### src/rtl/fifo_sync_param.sv
// fifo_sync_param: synchronous FIFO with registered read data, wrap-bit
// pointers and occupancy/threshold status flags.
// Ports: clk, rst (sync, active-low), push/pop requests, data_in,
//        data_out (registered), rd_valid, full, empty, almost_full,
//        almost_empty, count (0..DEPTH).
// Optional: define FIFO_SYNC_PARAM_ERR_EN to add sticky ovf/udf flags and
//        their err_clr input.
module fifo_sync_param #(
   parameter int DATA_W   = 16,
   parameter int DEPTH    = 16,
   parameter int AF_LEVEL = DEPTH - 4,
   parameter int AE_LEVEL = 2
) (
   input  logic              clk,
   input  logic              rst,
   input  logic              push,
   input  logic              pop,
   input  logic [DATA_W-1:0] data_in,
   output logic [DATA_W-1:0] data_out,
   output logic              rd_valid,
   output logic              full,
   output logic              empty,
   output logic              almost_full,
   output logic              almost_empty,
`ifdef FIFO_SYNC_PARAM_ERR_EN
   output logic              ovf,
   output logic              udf,
   input  logic              err_clr,
`endif
   output logic [$clog2(DEPTH):0] count
);

   localparam int AW = $clog2(DEPTH);
   localparam logic [AW:0] AF_L = (AW+1)'(AF_LEVEL);
   localparam logic [AW:0] AE_L = (AW+1)'(AE_LEVEL);

   logic [DATA_W-1:0] r_mem [DEPTH];
   logic [AW:0]       r_wr_ptr;
   logic [AW:0]       r_rd_ptr;
   logic [DATA_W-1:0] r_data_out;
   logic              r_rd_valid;

   logic [AW:0]       w_count;
   logic              w_full;
   logic              w_empty;
   logic              w_push_ok;
   logic              w_pop_ok;

   // Flags come from the pointer registers only.
   assign w_count = r_wr_ptr - r_rd_ptr;
   assign w_empty = (r_wr_ptr == r_rd_ptr);
   assign w_full  = (r_wr_ptr[AW-1:0] == r_rd_ptr[AW-1:0]) &&
                    (r_wr_ptr[AW] != r_rd_ptr[AW]);

   // A push into a full FIFO is still fine when a pop frees the slot.
   assign w_pop_ok  = pop & ~w_empty;
   assign w_push_ok = push & (~w_full | w_pop_ok);

   assign count        = w_count;
   assign empty        = w_empty;
   assign full         = w_full;
   assign almost_full  = (w_count >= AF_L);
   assign almost_empty = (w_count <= AE_L);
   assign data_out     = r_data_out;
   assign rd_valid     = r_rd_valid;

   // Storage is not reset; writes are blocked while reset is held.
   always_ff @(posedge clk) begin
      if (rst && w_push_ok) begin
         r_mem[r_wr_ptr[AW-1:0]] <= data_in;
      end
   end

   always_ff @(posedge clk) begin
      if (!rst) begin
         r_wr_ptr   <= '0;
         r_rd_ptr   <= '0;
         r_data_out <= '0;
         r_rd_valid <= 1'b0;
      end else begin
         r_rd_valid <= w_pop_ok;
         if (w_push_ok) begin
            r_wr_ptr <= r_wr_ptr + 1'b1;
         end
         // When full, read and write share an address; the read
         // still returns the old entry.
         if (w_pop_ok) begin
            r_data_out <= r_mem[r_rd_ptr[AW-1:0]];
            r_rd_ptr   <= r_rd_ptr + 1'b1;
         end
      end
   end

`ifdef FIFO_SYNC_PARAM_ERR_EN
   logic r_ovf;
   logic r_udf;

   assign ovf = r_ovf;
   assign udf = r_udf;

   // A new error event beats a coincident clear.
   always_ff @(posedge clk) begin
      if (!rst) begin
         r_ovf <= 1'b0;
         r_udf <= 1'b0;
      end else begin
         if (push && !w_push_ok) begin
            r_ovf <= 1'b1;
         end else if (err_clr) begin
            r_ovf <= 1'b0;
         end
         if (pop && !w_pop_ok) begin
            r_udf <= 1'b1;
         end else if (err_clr) begin
            r_udf <= 1'b0;
         end
      end
   end
`endif

endmodule

### config.mk
export PLATFORM = sky130hd
export DESIGN_NAME = fifo_sync_param
export DESIGN_NICKNAME = d
export VERILOG_FILES = /design/src/rtl/fifo_sync_param.sv
export SDC_FILE = /design/constraint.sdc
export NUM_CORES = 1
export LEC_CHECK = 0
export ABC_AREA = 0
export ABC_CLOCK_PERIOD_IN_PS = 6800
export BUFFER_PORTS_ARGS = -buffer_cell sky130_fd_sc_hd__buf_2
export CORE_UTILIZATION = 45
export CTS_CLUSTER_SIZE = 25
export DETAILED_ROUTE_END_ITERATION = 16
export PLACE_DENSITY = 0.72
export SKIP_LAST_GASP = 1
export SLEW_MARGIN = 20
export SYNTH_ARGS = -nofsm -noshare
export SYNTH_HDL_FRONTEND = slang
export SYNTH_SLANG_ARGS = --single-unit
### constraint.sdc
create_clock -name clk -period 6.8 [get_ports clk]
set_input_delay 0.68 -clock clk [delete_from_list [all_inputs] [get_ports clk]]
set_output_delay 0.68 -clock clk [all_outputs]
set_load 0.03 [all_outputs]
==> flow_metrics.tcl, run 1 <==
set metrics [dict create \
    status "finished clean" \
    p_leak_nw 4.20 \
    hold_violations 0 \
    ys.flop_type "edfxtp_1" \
    avgRoutedWirePerCell_um 21.8 \
    rsz0062_at_grt "false" \
    fmax_mhz 252 \
    grt_pass1_wl_um 34300 \
    synthMuxAreaShare_pct 14.8 \
    die_w_um 160 \
    yosys.area_share.simple_pct 3.38 \
    finalCritPeriodShare_pct 58.3 \
    routabilityCongestion 0.894 \
    clock_latency_ns 0.53 \
    drive_above_1_share_pct 19.9 \
    crit_required_ns 6.12 \
    ctsResizeCount 0 \
    ant_nets 0 \
    max_slew_margin_pct 39.9 \
    finalClockSkew_ns 0.0147 \
    ys_warn_count 0 \
    hold_buffers 0 \
    grt_usage_pct 17.7 \
    clock-sinks 283 \
    yosys-top-cells-count "edfxtp_1 (256), mux2i_1 (66), o22ai_1 (32), dfxtp_1 (27), mux4_1 (26)" \
    synthesis.area_um2 11200 \
    synth_fa_ha_area_share_pct 1.19 \
    vias_per_cell 5.70 \
    synth_top_family_by_area "multiplexers" \
    coreArea_um2 24300 \
    synth_most_common_cell "edfxtp_1" \
    fin_ws_ns 2.84 \
    p_per_area_nw_per_um2 311 \
    wl_um 22400 \
    design.die.area_um2 25500 \
    arrival_ns 3.28 \
    finalNetCount 714 \
    synth_top_cell_by_area "edfxtp_1" \
    grt_pass1_vias 5856 \
    critical_path_class "reg2out" \
    die_h_um 160 \
    synthCells 622 \
    setup_viol 0 \
    synth-xor-area-share_pct 0.771 \
    synth_area_leaders "edfxtp_1 (69%), mux4_1 (6.1%), mux2i_1 (5.9%), dfxtp_1 (4.8%), o22ai_1 (1.8%)" \
    ios 46 \
    port_buffers 45 \
    startpoint_type "register" \
    cts_setup_buffers 0 \
    startpoint "r_rd_ptr[0]" \
    synth_edf_count 256 \
    antenna_found_initial 0 \
    slew_viol_final 0 \
    min_period_ns 3.96 \
    yosysSeqAreaShare_pct 73.5 \
    drcViolationCount 0 \
    place_ws_ns 3.36 \
    grt_max_degree 55 \
    syn_nets 652 \
    ys_seq_elements 283 \
    clk_path_buf_depth 3 \
    end_kind "primary output" \
    h-tree-depth 1 \
    tightest_slew_ns 0.901 \
    cts-root-buf "clkbuf_16" \
    peakVddDrop_v 0.000182 \
    grt_overflow 0 \
    dp_hpwl_um 13600 \
    first_pass_iters 5 \
    drt_iter0_drc 471 \
    tns_ns 0 \
    power_mw 3.96 \
    cts_inserted_buffers 27 \
    rows 57 \
    antenna_cells 0 \
    start_util_pct 46.0 \
    synth_top_area_share_pct 68.7 \
    yosysUniqueCellTypes 45 \
    r2r_start "r_rd_ptr[3]" \
    cts_tree "yes" \
    vias 5868 \
    min_path_type "in2reg" \
    area_growth_pct 13.8 \
    cap_violations 0 \
    path_max_fanout 54 \
    avgSynthCellArea_um2 18.0 \
    async_flop_share_pct 0 \
    synth_compound_area_share_pct 4.26 \
    clk_pin_slew_ns 0.06 \
    holdWs_ns 0.539 \
    min_from "data_in[12]" \
]
==> cells by family after synthesis <==
logic type / after synthesis
DFF: 283
buffers and inverters: 43
xor gates and xnor gates: 9
adders and majority gates: 10
muxes: 114
and+or+nand+nor: 82
AOI/OAI and AO/OA: 81
==> metal layers <==
layer	global-route usage (%)	vias to the layer above	routed length (µm)
met4	5.77	0	620
met3	2.18	44	1260
met2	29.1	218	10800
met1	24.6	2988	9700
li1	-	2618	-
met5	0	-	0
==> cells in the final DEF, fill, tap and decap left out, types with 21 or more instances in the layout <==
| master | netlist | layout |
|---|---|---|
| nand2_1 | 21 | 21 |
| nor2_1 | 22 | 22 |
| mux4_1 | 26 | 26 |
| o22ai_1 | 32 | 32 |
| clkbuf_16 | 0 | 29 |
| edfxtp_1 | 256 | 256 |
| mux2i_1 | 66 | 66 |
| dfxtp_1 | 27 | 25 |
| buf_2 | 15 | 45 |
==> state kept, by name, summed over array words and instances, names as in the netlist <==
signal	flops
r_mem	256
rd_valid	1
data_out	16
r_wr_ptr	5
r_rd_ptr	5
==> worst max-delay path: stages, from the launching register on <==
cell and delay (ns):
dfxtp_2 0.31, buf_4 0.68, ha_1 0.31, inv_1 0.06
fa_1 0.42, a21o_1 0.18, a21oi_1 0.16, xnor2_1 0.19
o2111a_1 0.23, buf_2 0.19
==> where the power goes <==
group	total [mW]	switching [mW]	internal, mW
clock network	1.50	0.603	0.901
registers	1.97	0.0347	1.93
logic	0.493	0.310	0.182
total	3.96	0.948	3.02
==> area by class of cell <==
class / count / area, µm²
inverters: 11 / 41.3
clock inverters: 9 / 76.3
clock buffers: 41 / 851
multi-input cells: 296 / 2750
fillers: 1869 / 11600
well taps: 324 / 405
flip-flops and latches: 283 / 8230
repair buffers: 65 / 375
==> worst paths after layout <==
check | endpoint | slack [ns] | cells past startpoint
worst max-delay path | almost_empty | 2.84 | 9
worst min register to register | data_out[9] | 0.55 | 2
worst min-delay path | r_mem[13][12] | 0.54 | 1
worst max register to register | r_mem[4][4] | 3.66 | 7
==> through the flow <==
| stage | util, % | cells | cell area (µm²) |
|---|---|---|---|
| after floorplan | - | 622 | 11200 |
| after global placement | 48.6 | 979 | 11800 |
| after detailed placement | 48.6 | 979 | 11800 |
| after CTS | 52.4 | 1029 | 12700 |
| after global routing | 52.4 | 1029 | 12700 |
| final | 52.4 | 1029 | 12700 |
(Power assumes the default switching activity.)
==> run 2: changes to the inputs <==
--- a/config.mk
+++ b/config.mk
@@ -6,7 +6,7 @@
 export NUM_CORES = 1
 export LEC_CHECK = 0
 export ABC_AREA = 0
-export ABC_CLOCK_PERIOD_IN_PS = 6800
+export ABC_CLOCK_PERIOD_IN_PS = 3900
 export BUFFER_PORTS_ARGS = -buffer_cell sky130_fd_sc_hd__buf_2
 export CORE_UTILIZATION = 45
 export CTS_CLUSTER_SIZE = 25
==> constraint.sdc (replaced) <==
create_clock -name clk -period 3.9 [get_ports clk]
set_input_delay 0.39 -clock clk [delete_from_list [all_inputs] [get_ports clk]]
set_output_delay 0.39 -clock clk [all_outputs]
set_load 0.03 [all_outputs]
==> flow_metrics.tcl, run 2 (synthesis results as in run 1) <==
set metrics [dict create \
    route.met2.wl_um 11400 \
    ant_nets 0 \
    holdPathStages 1 \
    tightest_slew_ns 0.865 \
    wl_um 23700 \
    slew_viol_final 0 \
    arrival_ns 2.87 \
    rows 57 \
    fmax_mhz 307 \
    p_per_area_nw_per_um2 539 \
    largest_reg_flops 256 \
    finalNetCount 715 \
    grt_usage_pct 19.0 \
    finalClockSkew_ns 0.0175 \
    wl_met1_um 10400 \
    tns_ns 0 \
    cts_setup_buffers 0 \
    grt_pass1_vias 5849 \
    grt_pass1_wl_um 36200 \
    cp.depth 7 \
    worstPathCellList "inv_1 -> fa_1 -> a21o_1 -> a21oi_1 -> xnor2_1 -> o2111a_1 -> buf_2" \
    min_path_type "in2reg" \
    cts_tree "yes" \
    cap_violations 0 \
    coreArea_um2 24300 \
    design.die.area_um2 25500 \
    hold_violations 0 \
    vias 5894 \
    grt_max_degree 54 \
    port_buffers 45 \
    ios 46 \
    crit_required_ns 3.51 \
    peakVddDrop_v 0.000309 \
    die_w_um 160 \
    avgRoutedWirePerCell_um 23.0 \
    grt_overflow 0 \
    start_util_pct 46.0 \
    rr_worst_depth 7 \
    critPathMaxStageDelay_ns 0.71 \
    startpoint_type "register" \
    ctsResizeCount 0 \
    first_pass_iters 5 \
    vias_per_cell 5.72 \
    fill_cells 1876 \
    p_leak_nw 4.16 \
    area_growth_pct 13.3 \
    cts_inserted_buffers 28 \
    holdWs_ns 0.265 \
    die_h_um 160 \
    drive_above_1_share_pct 18.7 \
    antenna_cells 0 \
    hold_buffers 0 \
    dp_hpwl_um 15000 \
    critPathBufInv 2 \
    clk_path_buf_depth 3 \
    drt_iter0_drc 547 \
    antenna_found_initial 0 \
    highest_layer "met4" \
    finalCritPeriodShare_pct 83.6 \
    rsz0062_at_grt "false" \
    max_slew_margin_pct 42.4 \
    final_cell_mix "edfxtp_1 (256), mux2i_1 (66), buf_2 (45), o22ai_1 (32), clkbuf_16 (28)" \
    path_max_fanout 33 \
    end_kind "primary output" \
    routabilityCongestion 0.909 \
    h-tree-depth 1 \
    crit_slowest_cell "dfxtp_4" \
    clock-sinks 283 \
    clock_latency_ns 0.54 \
    cts-root-buf "clkbuf_16" \
    critPathTopFamily "flip-flops" \
    setup_viol 0 \
    final_common_cell "edfxtp_1" \
    critical_path_class "reg2out" \
    clk_pin_slew_ns 0.06 \
    wl_met3_um 1610 \
    drcViolationCount 0 \
    status "finished clean" \
    min_period_ns 3.26 \
]
run 2: changes by cell type in the layout (fill, tap and decap cells not counted), sizes merged:
cell,delta
clkinv,+2
inv,-1
bufinv,+1
clkbuf,-1
run 2: through the flow:
step / instance area (µm²) / power [mW] / setup slack (ns) / utilization (%) / cells
finish: 12700 / 6.84 / 0.638 / 52.1 / 1030
global route: 12700 / 7.07 / 0.461 / 52.1 / 1030
CTS: 12700 / 6.89 / 0.605 / 52.1 / 1030
detailed placement: 11800 / 4.36 / 0.906 / 48.6 / 979
global placement: 11800 / 4.34 / 1.10 / 48.6 / 979
floorplan: 11200 / 4.09 / 0.466 / - / 622
run 2: final timing paths:
check | to | slack [ns] | startpoint
worst max register to register | r_mem[4][3] | 0.80 | r_rd_ptr[3]
worst min-delay path | r_mem[13][3] | 0.27 | data_in[3]
worst min register to register | data_out[12] | 0.55 | data_out[12]
worst max-delay path | almost_empty | 0.64 | r_rd_ptr[1]
run 2: cell type report:
| type | count | area [µm²] | share of cell area, % |
|---|---|---|---|
| inverters | 11 | 41.3 | 0.326 |
| flip-flops and latches | 283 | 8230 | 64.9 |
| repair buffers | 65 | 375 | 2.96 |
| clock buffers | 40 | 756 | 5.96 |
| well taps | 324 | 405 | 3.20 |
| multi-input cells | 296 | 2750 | 21.7 |
| clock inverters | 11 | 116 | 0.918 |
run 2: power by group:
| part | total (mW) | internal, mW | switching (mW) |
|---|---|---|---|
| Sequential | 3.42 | 3.37 | 0.0544 |
| Clock | 2.54 | 1.48 | 1.06 |
| Combinational | 0.876 | 0.318 | 0.558 |
run 2: layer usage:
layer / track usage (%) / vias up
li1: - / 2617
met3: 2.73 / 15
met4: 3.28 / 0
met1: 27.7 / 3023
met5: 0 / -
met2: 30.9 / 239
